[src/rtl/esm_pkg.sv]
`default_nettype none
// ---------------------------------------------------------------------------
// Module  : esm_pkg
// Brief   : Shared slot-state encodings and index-width helper for the ESM
//           issue buffer.
// Revision: 1.0 - initial release
// ---------------------------------------------------------------------------
package esm_pkg;

  // Life cycle of one buffer slot.
  typedef enum logic [1:0] {
    SLOT_FREE   = 2'd0,
    SLOT_WAIT   = 2'd1,
    SLOT_READY  = 2'd2,
    SLOT_ISSUED = 2'd3
  } slot_state_t;

  // Width of a slot index for a buffer of n slots (at least one bit).
  function automatic int idx_bits(input int n);
    return (n > 1) ? $clog2(n) : 1;
  endfunction

endpackage
`default_nettype wire

[src/rtl/esm_index_fifo.sv]
`default_nettype none
// ---------------------------------------------------------------------------
// Module  : esm_index_fifo
// Brief   : Circular FIFO of slot indices with wrapping pointers. Pops while
//           empty are ignored; pushes never overflow because each slot index
//           can be resident at most once.
// Revision: 1.0 - initial release
// ---------------------------------------------------------------------------
module esm_index_fifo
  import esm_pkg::*;
#(
  parameter  int bs      = 16,
  localparam int bs_bits = idx_bits(bs)
) (
  input  logic               clk,
  input  logic               rst,
  input  logic               push,
  input  logic [bs_bits-1:0] push_index,
  input  logic               pop,
  output logic               empty,
  output logic [bs_bits-1:0] head
);

  logic [bs_bits-1:0] mem [bs];
  logic [bs_bits-1:0] wr_ptr;
  logic [bs_bits-1:0] rd_ptr;
  logic [bs_bits:0]   count;
  logic               pop_ok;

  assign empty  = (count == '0);
  assign head   = mem[rd_ptr];
  assign pop_ok = pop && !empty;

  // Entry storage needs no reset; occupancy is tracked by count.
  always_ff @(posedge clk) begin
    if (push) begin
      mem[wr_ptr] <= push_index;
    end
  end

  // Pointers wrap naturally because bs is a power of two.
  always_ff @(posedge clk or negedge rst) begin
    if (!rst) begin
      wr_ptr <= '0;
      rd_ptr <= '0;
      count  <= '0;
    end else begin
      if (push) begin
        wr_ptr <= wr_ptr + 1'b1;
      end
      if (pop_ok) begin
        rd_ptr <= rd_ptr + 1'b1;
      end
      case ({push, pop_ok})
        2'b10:   count <= count + 1'b1;
        2'b01:   count <= count - 1'b1;
        default: count <= count;
      endcase
    end
  end

endmodule
`default_nettype wire

[src/rtl/esm_issue_buffer.sv]
`default_nettype none
// ---------------------------------------------------------------------------
// Module  : esm_issue_buffer
// Brief   : Instruction buffer and issue stage. Allocates the lowest free
//           slot to each fetched instruction, queues slots reported ready by
//           the dependency core, issues them oldest-ready-first and frees
//           them on completion. Illegal ready/done events set a sticky err.
// Revision: 1.0 - initial release
// ---------------------------------------------------------------------------
module esm_issue_buffer
  import esm_pkg::*;
#(
  parameter  int Instr_word_size = 32,
  parameter  int bs              = 16,
  localparam int bs_bits         = idx_bits(bs)
) (
  input  logic                       clk,
  input  logic                       rst,
  input  logic                       in_valid,
  output logic                       in_ready,
  input  logic [Instr_word_size-1:0] in_instr,
  output logic [bs_bits-1:0]         alloc_index,
  input  logic                       rdy_valid,
  input  logic [bs_bits-1:0]         rdy_index,
  output logic                       issue_valid,
  input  logic                       issue_ready,
  output logic [Instr_word_size-1:0] issue_instr,
  output logic [bs_bits-1:0]         issue_index,
  input  logic                       done_valid,
  input  logic [bs_bits-1:0]         done_index,
  output logic [bs_bits:0]           free_count,
  output logic                       err
);

  slot_state_t                slot_q  [bs];
  logic [Instr_word_size-1:0] storage [bs];

  logic [bs_bits-1:0] first_free;
  logic [bs_bits:0]   free_cnt;
  logic               alloc_fire;
  logic               rdy_ok;
  logic               done_ok;
  logic               issue_fire;
  logic               fifo_empty;
  logic [bs_bits-1:0] fifo_head;

  // Lowest-numbered free slot and popcount of free slots, from registered state.
  always_comb begin
    first_free = '0;
    free_cnt   = '0;
    for (int i = bs - 1; i >= 0; i--) begin
      if (slot_q[i] == SLOT_FREE) begin
        first_free = bs_bits'(i);
        free_cnt   = free_cnt + (bs_bits + 1)'(1);
      end
    end
  end

  assign in_ready    = (free_cnt != '0);
  assign alloc_index = first_free;
  assign free_count  = free_cnt;

  assign alloc_fire  = in_valid && in_ready;
  assign rdy_ok      = rdy_valid  && (slot_q[rdy_index]  == SLOT_WAIT);
  assign done_ok     = done_valid && (slot_q[done_index] == SLOT_ISSUED);

  assign issue_valid = !fifo_empty;
  assign issue_index = fifo_head;
  assign issue_instr = storage[fifo_head];
  assign issue_fire  = issue_valid && issue_ready;

  esm_index_fifo #(
    .bs (bs)
  ) u_ready_fifo (
    .clk        (clk),
    .rst        (rst),
    .push       (rdy_ok),
    .push_index (rdy_index),
    .pop        (issue_fire),
    .empty      (fifo_empty),
    .head       (fifo_head)
  );

  // Capture the instruction word into its newly allocated slot.
  always_ff @(posedge clk) begin
    if (alloc_fire) begin
      storage[alloc_index] <= in_instr;
    end
  end

  // Slot state transitions; legal concurrent events always target distinct slots.
  always_ff @(posedge clk or negedge rst) begin
    if (!rst) begin
      for (int i = 0; i < bs; i++) begin
        slot_q[i] <= SLOT_FREE;
      end
    end else begin
      if (alloc_fire) slot_q[alloc_index] <= SLOT_WAIT;
      if (rdy_ok)     slot_q[rdy_index]   <= SLOT_READY;
      if (issue_fire) slot_q[issue_index] <= SLOT_ISSUED;
      if (done_ok)    slot_q[done_index]  <= SLOT_FREE;
    end
  end

  // Sticky protocol-violation flag for ready/done on a slot in the wrong state.
  always_ff @(posedge clk or negedge rst) begin
    if (!rst) begin
      err <= 1'b0;
    end else if ((rdy_valid && !rdy_ok) || (done_valid && !done_ok)) begin
      err <= 1'b1;
    end
  end

endmodule
`default_nettype wire
[config.mk]
export PLATFORM = sky130hd
export DESIGN_NAME = esm_issue_buffer
export DESIGN_NICKNAME = d
export VERILOG_FILES = /design/src/rtl/esm_pkg.sv /design/src/rtl/esm_index_fifo.sv /design/src/rtl/esm_issue_buffer.sv
export SDC_FILE = /design/constraint.sdc
export NUM_CORES = 1
export LEC_CHECK = 0
export ABC_AREA = 1
export BUFFER_PORTS_ARGS = -buffer_cell sky130_fd_sc_hd__buf_4
export CAP_MARGIN = 10
export CELL_PAD_IN_SITES_DETAIL_PLACEMENT = 2
export CELL_PAD_IN_SITES_GLOBAL_PLACEMENT = 2
export CORE_MARGIN = 2
export CORE_UTILIZATION = 39
export DETAILED_ROUTE_END_ITERATION = 16
export GPL_TIMING_DRIVEN = 0
export PLACE_DENSITY = 0.73
export RECOVER_POWER = 50
export SYNTH_ARGS = -nofsm -noshare
export SYNTH_HDL_FRONTEND = slang
export SYNTH_SLANG_ARGS = --single-unit
[constraint.sdc]
create_clock -name clk -period 8.6 [get_ports clk]
set_clock_uncertainty 0.15 [all_clocks]
set_input_delay 2.15 -clock clk [delete_from_list [all_inputs] [get_ports clk]]
set_output_delay 2.15 -clock clk [all_outputs]
set_load 0.1 [all_outputs]
# After elaboration in Yosys (flattened, before gate mapping)
# Memory sizes are Yosys's and may differ from the RTL's.
# Cells that the tools add are included.
dict set report totals {
  out_inout_bits 48
  input_bits 46
  wordCells 155
  register_bits 46
  mem_count 2
  ramBits 576
}
dict set report classes {
  n_lt_le_gt_ge 8
  mux 55
  addsub 19
  bitwise_logic 13
  reduce_logical 34
  n_eq_ne 4
}
# memory words word_bits read_ports rd_clocked_by_memory_dff wr line
set mem_list {}
lappend mem_list {storage 16 32 1 0 1 esm_issue_buffer.sv:36} ;# logic [Instr_word_size-1:0] storage [bs];
lappend mem_list {u_ready_fifo.mem 16 4 1 0 1 esm_index_fifo.sv:24} ;# logic [bs_bits-1:0] mem [bs];
# cell n
set ops {}
lappend ops {{two-way mux 32 bit} 4}
lappend ops {{adder 5 x 1 -> 5 bit (second input constant)} 16}
lappend ops {{two-way mux 5 bit} 15}
lappend ops {{two-way mux 4 bit} 16}
lappend ops {{bitwise AND 16 bit} 2}
lappend ops {{bitwise AND 32 bit} 1}
lappend ops {{demux 2 bit (select 4 bit)} 4}
lappend ops {{zero test 2 bit} 16}
lappend ops {{inverter 16 bit} 2}
lappend ops {{inverter 32 bit} 1}
lappend ops {{OR 16 bit} 2}
lappend ops {{OR 32 bit} 1}
lappend ops {{greater-or-equal comparator 5 bit (second input constant)} 4}
lappend ops {{less-than comparator 5 x 1 -> 1 bit (second input constant)} 4}
lappend ops {{inverter 4 -> 5 bit} 4}
lappend ops {{binary-select mux 2 bit (select 4 bit)} 2}
lappend ops {{two-way mux 2 bit} 8}
lappend ops {{logical AND 1 bit} 11}
lappend ops {{one-hot mux 5 bit (2 select lines)} 1}
lappend ops {{adder 4 x 1 -> 4 bit (second input constant)} 2}
lappend ops {{zero test 5 bit} 1}
lappend ops {{two-way mux 1 bit} 5}
lappend ops {{nonzero test 5 bit} 1}
lappend ops {{subtractor 5 x 1 -> 5 bit (second input constant)} 1}
lappend ops {{other kinds (5)} 9}

# Longest topological paths before layout
# Gate-level depths: netlist of the first run.
dict set report logic_depth {
  depth_word 41
  depth_mapped 54
  mapped_depth_nobuf 53
}

# Hierarchy
# From an unflattened synthesis of the first run, not the netlist that was laid out.
dict set report hier_totals {
  cells_unflattened 2230
  area_unflattened_um2 26955.9
}
# mod area_per_inst_um2 instances seq_area_each_um2 cells_each
set modules_own_cells {}
lappend modules_own_cells {esm_issue_buffer 23387.4 1 16200.5 1864}
lappend modules_own_cells {esm_index_fifo 3568.4 1 2247.2 366}

# Worst setup path before layout of the first run
# OpenSTA, ideal clock, no wires.
dict set report synth_path {
  path_kind {flip-flop to output port}
  startpoint {reg slot_q[1] (netlist name)}
  endpoint {out free_count[4]}
  path_stages_with_launch 49
  t_required_ns 6.300
  path_slack_ns -0.958
  arrival_ns 7.258
  n_path_buf 0
  path_cell_list {dfrtp_1 nor2_1 inv_1 ha_1 inv_1 o21ai_2 nand2_4 inv_1 ha_1 or2_2 nand3_1 nand3_1 nand2_1 ha_1 nand2_1 nand2_1 xor2_1 o21ai_0 [... 13 more ...] or2_2 nand2_1 nor2_2 o31ai_1 ha_1 or2_2 nand2_1 inv_1 ha_1 inv_1 nor2_1 nand3_1 inv_1 nand2_1 inv_1 nand2_2 nand2_2 inv_1}
}
dict set report synth_between {
  elab_chain_cells 32
}
# element line
set synth_lines {}
lappend synth_lines {{from (decl)} esm_issue_buffer.sv:35} ;# slot_state_t slot_q [bs];
lappend synth_lines {{from (signal, indexed assignment)} esm_issue_buffer.sv:95} ;# slot_q[i] <= SLOT_FREE;
lappend synth_lines {{from (signal, indexed assignment)} esm_issue_buffer.sv:98} ;# if (alloc_fire) slot_q[alloc_index] <= SLOT_WAIT;
lappend synth_lines {{from (signal, indexed assignment)} esm_issue_buffer.sv:99} ;# if (rdy_ok) slot_q[rdy_index] <= SLOT_READY;
lappend synth_lines {{zero test 2 bit (*)} esm_issue_buffer.sv:52} ;# if (slot_q[i] == SLOT_FREE) begin
lappend synth_lines {{two-way mux 1 bit (*)} esm_issue_buffer.sv:52}
lappend synth_lines {{adder 5 x 1 -> 5 bit} esm_issue_buffer.sv:54} ;# free_cnt = free_cnt + (bs_bits + 1)'(1);
lappend synth_lines {{two-way mux 5 bit (*)} esm_issue_buffer.sv:52}
lappend synth_lines {{adder 5 x 1 -> 5 bit} esm_issue_buffer.sv:54}
lappend synth_lines {{two-way mux 5 bit (*)} esm_issue_buffer.sv:52}
lappend synth_lines {{adder 5 x 1 -> 5 bit} esm_issue_buffer.sv:54}
lappend synth_lines {{two-way mux 5 bit (*)} esm_issue_buffer.sv:52}
lappend synth_lines {{[... 16 more ...]} -}
lappend synth_lines {{adder 5 x 1 -> 5 bit} esm_issue_buffer.sv:54}
lappend synth_lines {{two-way mux 5 bit (*)} esm_issue_buffer.sv:52}
lappend synth_lines {{adder 5 x 1 -> 5 bit} esm_issue_buffer.sv:54}
lappend synth_lines {{two-way mux 5 bit (*)} esm_issue_buffer.sv:52}
lappend synth_lines {{adder 5 x 1 -> 5 bit} esm_issue_buffer.sv:54}
lappend synth_lines {{two-way mux 5 bit (*)} esm_issue_buffer.sv:52}
lappend synth_lines {{adder 5 x 1 -> 5 bit} esm_issue_buffer.sv:54}
lappend synth_lines {{two-way mux 5 bit (*)} esm_issue_buffer.sv:52}
lappend synth_lines {{to (decl)} esm_issue_buffer.sv:31} ;# output logic [bs_bits:0] free_count,
# Mark *: on every way between the ends. The rest lies on a longest branch, timed or not.

# Final worst setup path of the first run
dict set report layout_path {
  startpoint {reg slot_q[2] (netlist name)}
  endpoint {out in_ready}
}
dict set report layout_between {
  elab_chain_cells 31
}
# element line
set layout_lines {}
lappend layout_lines {{zero test 2 bit (*)} esm_issue_buffer.sv:52}
lappend layout_lines {{two-way mux 5 bit (*)} esm_issue_buffer.sv:52}
lappend layout_lines {{adder 5 x 1 -> 5 bit} esm_issue_buffer.sv:54}
lappend layout_lines {{two-way mux 5 bit (*)} esm_issue_buffer.sv:52}
lappend layout_lines {{adder 5 x 1 -> 5 bit} esm_issue_buffer.sv:54}
lappend layout_lines {{two-way mux 5 bit (*)} esm_issue_buffer.sv:52}
lappend layout_lines {{adder 5 x 1 -> 5 bit} esm_issue_buffer.sv:54}
lappend layout_lines {{two-way mux 5 bit (*)} esm_issue_buffer.sv:52}
lappend layout_lines {{[... 15 more ...]} -}
lappend layout_lines {{two-way mux 5 bit (*)} esm_issue_buffer.sv:52}
lappend layout_lines {{adder 5 x 1 -> 5 bit} esm_issue_buffer.sv:54}
lappend layout_lines {{two-way mux 5 bit (*)} esm_issue_buffer.sv:52}
lappend layout_lines {{adder 5 x 1 -> 5 bit} esm_issue_buffer.sv:54}
lappend layout_lines {{two-way mux 5 bit (*)} esm_issue_buffer.sv:52}
lappend layout_lines {{adder 5 x 1 -> 5 bit} esm_issue_buffer.sv:54}
lappend layout_lines {{two-way mux 5 bit (*)} esm_issue_buffer.sv:52}
lappend layout_lines {{nonzero test 5 bit (*)} esm_issue_buffer.sv:59} ;# assign in_ready = (free_cnt != '0);
lappend layout_lines {{to (decl)} esm_issue_buffer.sv:20} ;# output logic in_ready,
# Marked as above.

==> results_dict.tcl, run 1 <==
set metrics [dict create \
    synth_area_leader_cell "edfxtp_1" \
    synth_top_area_share_pct 63.7 \
    gp_congestion 0.843 \
    cts_tree "done" \
    async_reset_ff_share_pct 7.40 \
    status "complete, but fails checks" \
    place_hpwl_um 68100 \
    core_um2 68800 \
    synth_edf_count 576 \
    initial_core_util_pct 39.5 \
    synth_nets 2337 \
    yosys-top-cells-area "edfxtp_1 64%, nand3_1 6.0%, dfrtp_1 4.2%" \
    routedWlPerCell_um 29.8 \
    r2r_end "storage[4][6]" \
    slowest_delay_ps 400 \
    drv_slew 47 \
    die_h_um 268 \
    die_w_um 268 \
    vias 20600 \
    finalCritPeriodShare_pct 114 \
    r2r_cells 51 \
    clock_path_buffers 3 \
    grt_max_degree 47 \
    cts.reportedPaths.clkPinSlew_ps 60 \
    fmax_mhz 102 \
    ys_top_cells_by_count "576 x edfxtp_1, 327 x nand3_1, 228 x nand2_1" \
    finalHoldViolCount 0 \
    cts_hold_buf 0 \
    seq_area_frac_synth_pct 67.9 \
    ys_types 47 \
    synth-seq-cells 622 \
    final-setup-viol-count 5 \
    htreeDepth 3 \
    drive_gt1_share_pct 15.7 \
    drt_first_pass_iters 5 \
    ioPinCount 94 \
    root_buffer "clkbuf_16" \
    arrival_ps 7540 \
    antenna_found_initial 2 \
    synthCells 2263 \
    hold_path_class "register to register" \
    avgSynthCellArea_um2 12.0 \
    cts_num_sinks 622 \
    wirelength_um 104000 \
    whs_ps 328 \
    track_usage_pct 28.9 \
    hold_end "u_ready_fifo.count[4]" \
    ys_warn_count 0 \
    slew_headroom_pct -104 \
    crit_required_ps 6300 \
    critical_path_class "register to primary output" \
    hold_depth 1 \
    min_period_ps 9840 \
    drtIter0Drc 1749 \
    r2r_start "slot_q[2]" \
    drc 0 \
    rows 96 \
    drtAntennaViolNets 0 \
    setup_ws_ps -1240 \
    cts_made_buffers 70 \
    portBuffers 91 \
    cpMaxStageDelayCell "dfrtp_1" \
    critical_path.max_fanout 4 \
    vias_per_cell 5.93 \
    violations "max-capacitance violations, max-slew violations, negative setup slack" \
    end_kind "primary output" \
    num-fill-cells 6777 \
    yosysMostFrequentCell "edfxtp_1" \
    maxCapViolations 1 \
    insertion_delay_ps 640 \
    holdCritStartpoint "u_ready_fifo.count[4]" \
    tns_ps -5240 \
    multi_input_area_um2 7930 \
    grt_pass1_wl_um 151000 \
    fin_nets 2560 \
    grt_pass1_vias 22700 \
    synthToLayoutAreaGrowth_pct 18.8 \
    seqCellArea_um2 18400 \
    overflow 0 \
    dieArea_um2 71800 \
    rsz0062_at_grt "true" \
    synthesis.area_um2 27200 \
    synth-main-ff-cell "edfxtp_1" \
    tightest_slew_ps 3070 \
    start_kind "register" \
    reg2reg_slack_ps 300 \
]
==> flip-flops by register name, indices dropped and copies added, names as in the netlist <==
| register | cells |
|---|---|
| storage | 512 |
| u_ready_fifo.mem | 64 |
| slot_q | 32 |
| u_ready_fifo.count | 5 |
| u_ready_fifo.rd_ptr | 4 |
| u_ready_fifo.wr_ptr | 4 |
| err | 1 |
==> critical path, delay by kind of cell, from the launching register on <==
family / cells / cell delay [ps]
AOI/OAI and AO/OA: 12 / 1800
xor gates and xnor gates: 1 / 140
adders and majority gates: 7 / 2010
buffers and inverters: 6 / 600
DFF: 1 / 400
and+or+nand+nor: 19 / 1960
==> layout make-up <==
cell class / count / share of cell area [%]
inverters: 213 / 2.52
flip-flops and latches: 622 / 57.2
repair buffers: 151 / 3.87
diodes: 1 / 0.00775
clock buffers: 90 / 5.66
multi-input cells: 1318 / 24.6
well taps: 931 / 3.61
clock inverters: 36 / 1.22
plain buffers: 110 / 1.36
==> how the worst max path moves through the flow <==
stage | start | end | slack, ps | cells past startpoint
CTS | slot_q[3] | in_ready | -1200 | 49
global route | slot_q[2] | in_ready | -1650 | 47
detailed placement | slot_q[3] | in_ready | -1280 | 44
global placement | slot_q[3] | in_ready | -1000 | 44
finish | slot_q[2] | in_ready | -1240 | 45
floorplan | slot_q[2] | free_count[4] | -30 | 46
==> cells in the final DEF (no fill, tap or decap), types with 12 or more instances in the layout <==
cell type  count
edfxtp_1     576
nand3_1      319
nand2_1      204
inv_1        175
clkbuf_1     165
nor2_1       165
a22oi_1      138
a31oi_1      137
buf_4         88
clkbuf_16     70
nand2_2       48
dfrtp_1       46
o21ai_0       32
or4_1         32
nand3_2       30
inv_2         28
o221ai_1      23
a21oi_1       22
ha_1          20
buf_12        19
clkinv_1      16
o22ai_1       14
mux2i_1       13
o21ai_2       12
==> per-stage QoR <==
stage / worst slack, ps / std cells / area, um2 / utilization, %
floorplan: -34.4 / 2263 / 27300 / -
global placement: -995 / 3285 / 29100 / 42.3
detailed placement: -1280 / 3301 / 29400 / 42.8
CTS: -1200 / 3456 / 32100 / 46.6
global route: -1650 / 3472 / 32300 / 46.9
finish: -1240 / 3472 / 32300 / 46.9
==> timing repair <==
action,CTS,global route
gates resized for setup,53,46
cloned,0,0
buffers inserted,29,15
pin swaps,44,48
setup endpoints to repair,47,436
==> layer usage <==
| metal | routed length (um) | track usage (%) | part of all wire, % |
|---|---|---|---|
| met2 | 53300 | 51.3 | 51 |
| met4 | 4010 | 11.5 | 3.9 |
| met5 | 13 | 0 | 0.013 |
| met1 | 40700 | 35.3 | 39 |
| met3 | 5550 | 4.25 | 5.4 |
==> logic make-up (layout without fill, tap and decap cells) <==
group	count (synthesis)	count (layout)	synth area share (%)
AOI/OAI and AO/OA	413	413	10.2
adders and majority gates	28	28	1.32
and+or+nand+nor	853	853	15.2
muxes	13	13	0.479
buffers and inverters	323	600	4.54
DFF	622	622	67.9
xor gates and xnor gates	11	11	0.355
other	0	1	0
Power of run 1 is not shown: default switching activity piles up to over one toggle a cycle in this logic, so the estimate is an artifact.
==> run 2: changes to the inputs <==
- ABC_AREA: 1 -> not set
- CORE_MARGIN: 2 -> 1.5
- CORE_UTILIZATION: 39 -> 43
==> run 2 against run 1 <==
  * The flow finishes with violations (negative setup slack)
  * Sequential cell count did not move
  * Clock-buffer cell count fell by 1
  * Critical endpoint is now free_count[4]
  * Largest cell class unchanged
  * First-iteration DRC count rose by 11%
  * Setup slack got worse by 1600 ps
  * Core utilization rose by 6.8 points
  * Synthesized cell count fell by 34%
  * Critical path depth did not move
  * Register-to-register slack got worse by 1800 ps
  * Global-route usage rose by 0.49 points
  * Area after synthesis fell by 1.1%
  * Maximum frequency fell by 14%
  * Final cell count fell by 23%
  * Critical path type unchanged
==> results_dict.tcl, run 2 <==
set metrics [dict create \
    tightest_slew_ps 1320 \
    final-setup-viol-count 569 \
    htreeDepth 3 \
    synth_top_area_share_pct 64.4 \
    cts.reportedPaths.clkPinSlew_ps 70 \
    track_usage_pct 29.4 \
    synthesis.area_um2 26900 \
    root_buffer "clkbuf_16" \
    finalHoldViolCount 0 \
    final_common_cell "edfxtp_1" \
    cts_tree "done" \
    synth_edf_count 576 \
    place_hpwl_um 56600 \
    maxCapViolations 0 \
    initial_core_util_pct 43.5 \
    routedWlPerCell_um 37.9 \
    avgSynthCellArea_um2 18.0 \
    rsz0062_at_grt "true" \
    async_reset_ff_share_pct 7.40 \
    cpMaxStageDelayCell "dfrtp_1" \
    synth_top_family_by_area "multiplexers" \
    synth_compound_area_share_pct 4.73 \
    cts_num_sinks 622 \
    grt_pass1_wl_um 132000 \
    ys_types 75 \
    synth_mux_area_share_pct 15.5 \
    synth_nets 1566 \
    setup_ws_ps -2850 \
    insertion_delay_ps 630 \
    portBuffers 91 \
    yosys.area_share.simple_pct 5.36 \
    drc 0 \
    synth-seq-cells 622 \
    die_w_um 253 \
    min_period_ps 11450 \
    pre_cts_ws_ps -3020 \
    reg_top3 "storage (512), u_ready_fifo.mem (64), slot_q (32)" \
    fmax_mhz 87.3 \
    violations "negative setup slack" \
    drt_first_pass_iters 5 \
    hold_path_class "register to register" \
    drtIter0Drc 1946 \
    yosys-top-cells-area "edfxtp_1 64%, mux4_2 15%, dfrtp_1 4.3%" \
    critical_path_class "register to primary output" \
    fin_nets 1854 \
    synth_area_leader_cell "edfxtp_1" \
    cts_made_buffers 68 \
    largest_reg_flops 512 \
    drv_slew 0 \
    regMostFlops "storage" \
    end_kind "primary output" \
    ys_top_cells_by_count "576 x edfxtp_1, 182 x mux4_2, 93 x nor2_1" \
    slew_headroom_pct 11.4 \
    crit_required_ps 6300 \
    grt_max_degree 47 \
    drtAntennaViolNets 0 \
    clock_path_buffers 3 \
    vias_per_cell 6.38 \
    antenna_found_initial 4 \
    gp_congestion 0.808 \
    ioPinCount 94 \
    seq_area_frac_synth_pct 68.7 \
    fin_area_um2 33200 \
    post_layout_nonfiller_instances 2672 \
    slowest_delay_ps 400 \
    critical_path.max_fanout 3 \
    ys_warn_count 0 \
    overflow 0 \
    vias 17100 \
    synth-main-ff-cell "edfxtp_1" \
    most-common-layout-cells "576 x edfxtp_1, 182 x mux4_2, 113 x buf_4" \
    yosysMostFrequentCell "edfxtp_1" \
    drive_gt1_share_pct 32.5 \
    placed_area_um2 29500 \
    dp.cells 2445 \
    wirelength_um 101000 \
    dieArea_um2 64000 \
    synth_xor_area_share_pct 2.98 \
    die_h_um 253 \
    synth_fa_ha_area_share_pct 1.33 \
    finalCritPeriodShare_pct 133 \
    core_um2 61700 \
    rows 91 \
    grt_pass1_vias 17700 \
    synthToLayoutAreaGrowth_pct 23.4 \
    status "complete, but fails checks" \
    synthCells 1492 \
    arrival_ps 9150 \
    start_kind "register" \
]
[run 2: kinds of logic (layout without fill, tap and decap cells)]
group           count (synthesis)  after routing
flops                         622            622
mux                           188            188
other cells                     0              3
buf+inv                        96            436
compound gates                187            187
fa+ha+maj                      28             28
xor+xnor                       75             75
simple gates                  296            296
[run 2: repair_timing]
item	in CTS	in global routing
setup endpoints to repair	569	569
gates cloned	4	10
buffers inserted	47	38
pin swaps	50	47
hold buffers	0	0
gates resized for setup	62	45
[run 2: path summary, 6_finish.rpt]
kind | startpoint | endpoint | slack, ps | depth (start not counted)
worst max-delay path | slot_q[0] | free_count[4] | -2850 | 45
worst min-delay path | err | err | 350 | 1
worst min register to register | err | err | 350 | 1
min in group asynchronous | rst | u_ready_fifo.count[4] | 1400 | 1
worst max register to register | slot_q[0] | storage[9][24] | -1540 | 48
max in group asynchronous | rst | slot_q[2] | 6410 | 1
[run 2: layout make-up]
class                   count  area, um2
clock inverters            33        239
plain buffers              68        284
flip-flops and latches    622      18500
well taps                 837       1050
fillers                  5384      28600
inverters                  28        111
clock buffers              89       1840
repair buffers            218       2480
diodes                      3       7.51
multi-input cells         774       8690
[run 2: layer usage]
metal / vias to the layer above / routed length (um) / track usage (%)
li1: 6626 / - / -
met1: 9143 / 38100 / 37.8
met2: 1007 / 50100 / 50.3
met3: 282 / 7600 / 4.62
met4: 2 / 5570 / 11.1
met5: - / 13 / 0
[run 2: critical path, delay by kind of cell (launching register included)]
kind	cells	cell delay, ps
AOI/OAI and AO/OA	16	2240
xor gates and xnor gates	6	1080
adders and majority gates	8	2050
buffers and inverters	4	480
DFF	1	400
muxes	2	540
and+or+nand+nor	9	1740
[run 2: per-stage QoR]
| stage | TNS, ps | hold WS [ps] | util [%] |
|---|---|---|---|
| after floorplan | -329870 | 292 | - |
| after CTS | -589530 | 347 | 52.5 |
| final | -596820 | 346 | 53.7 |
| after global placement | -1313330 | 323 | 46.8 |
| after detailed placement | -1023440 | 324 | 47.8 |
| after global routing | -774080 | 384 | 53.7 |
Power of run 2 is left out for the same reason.
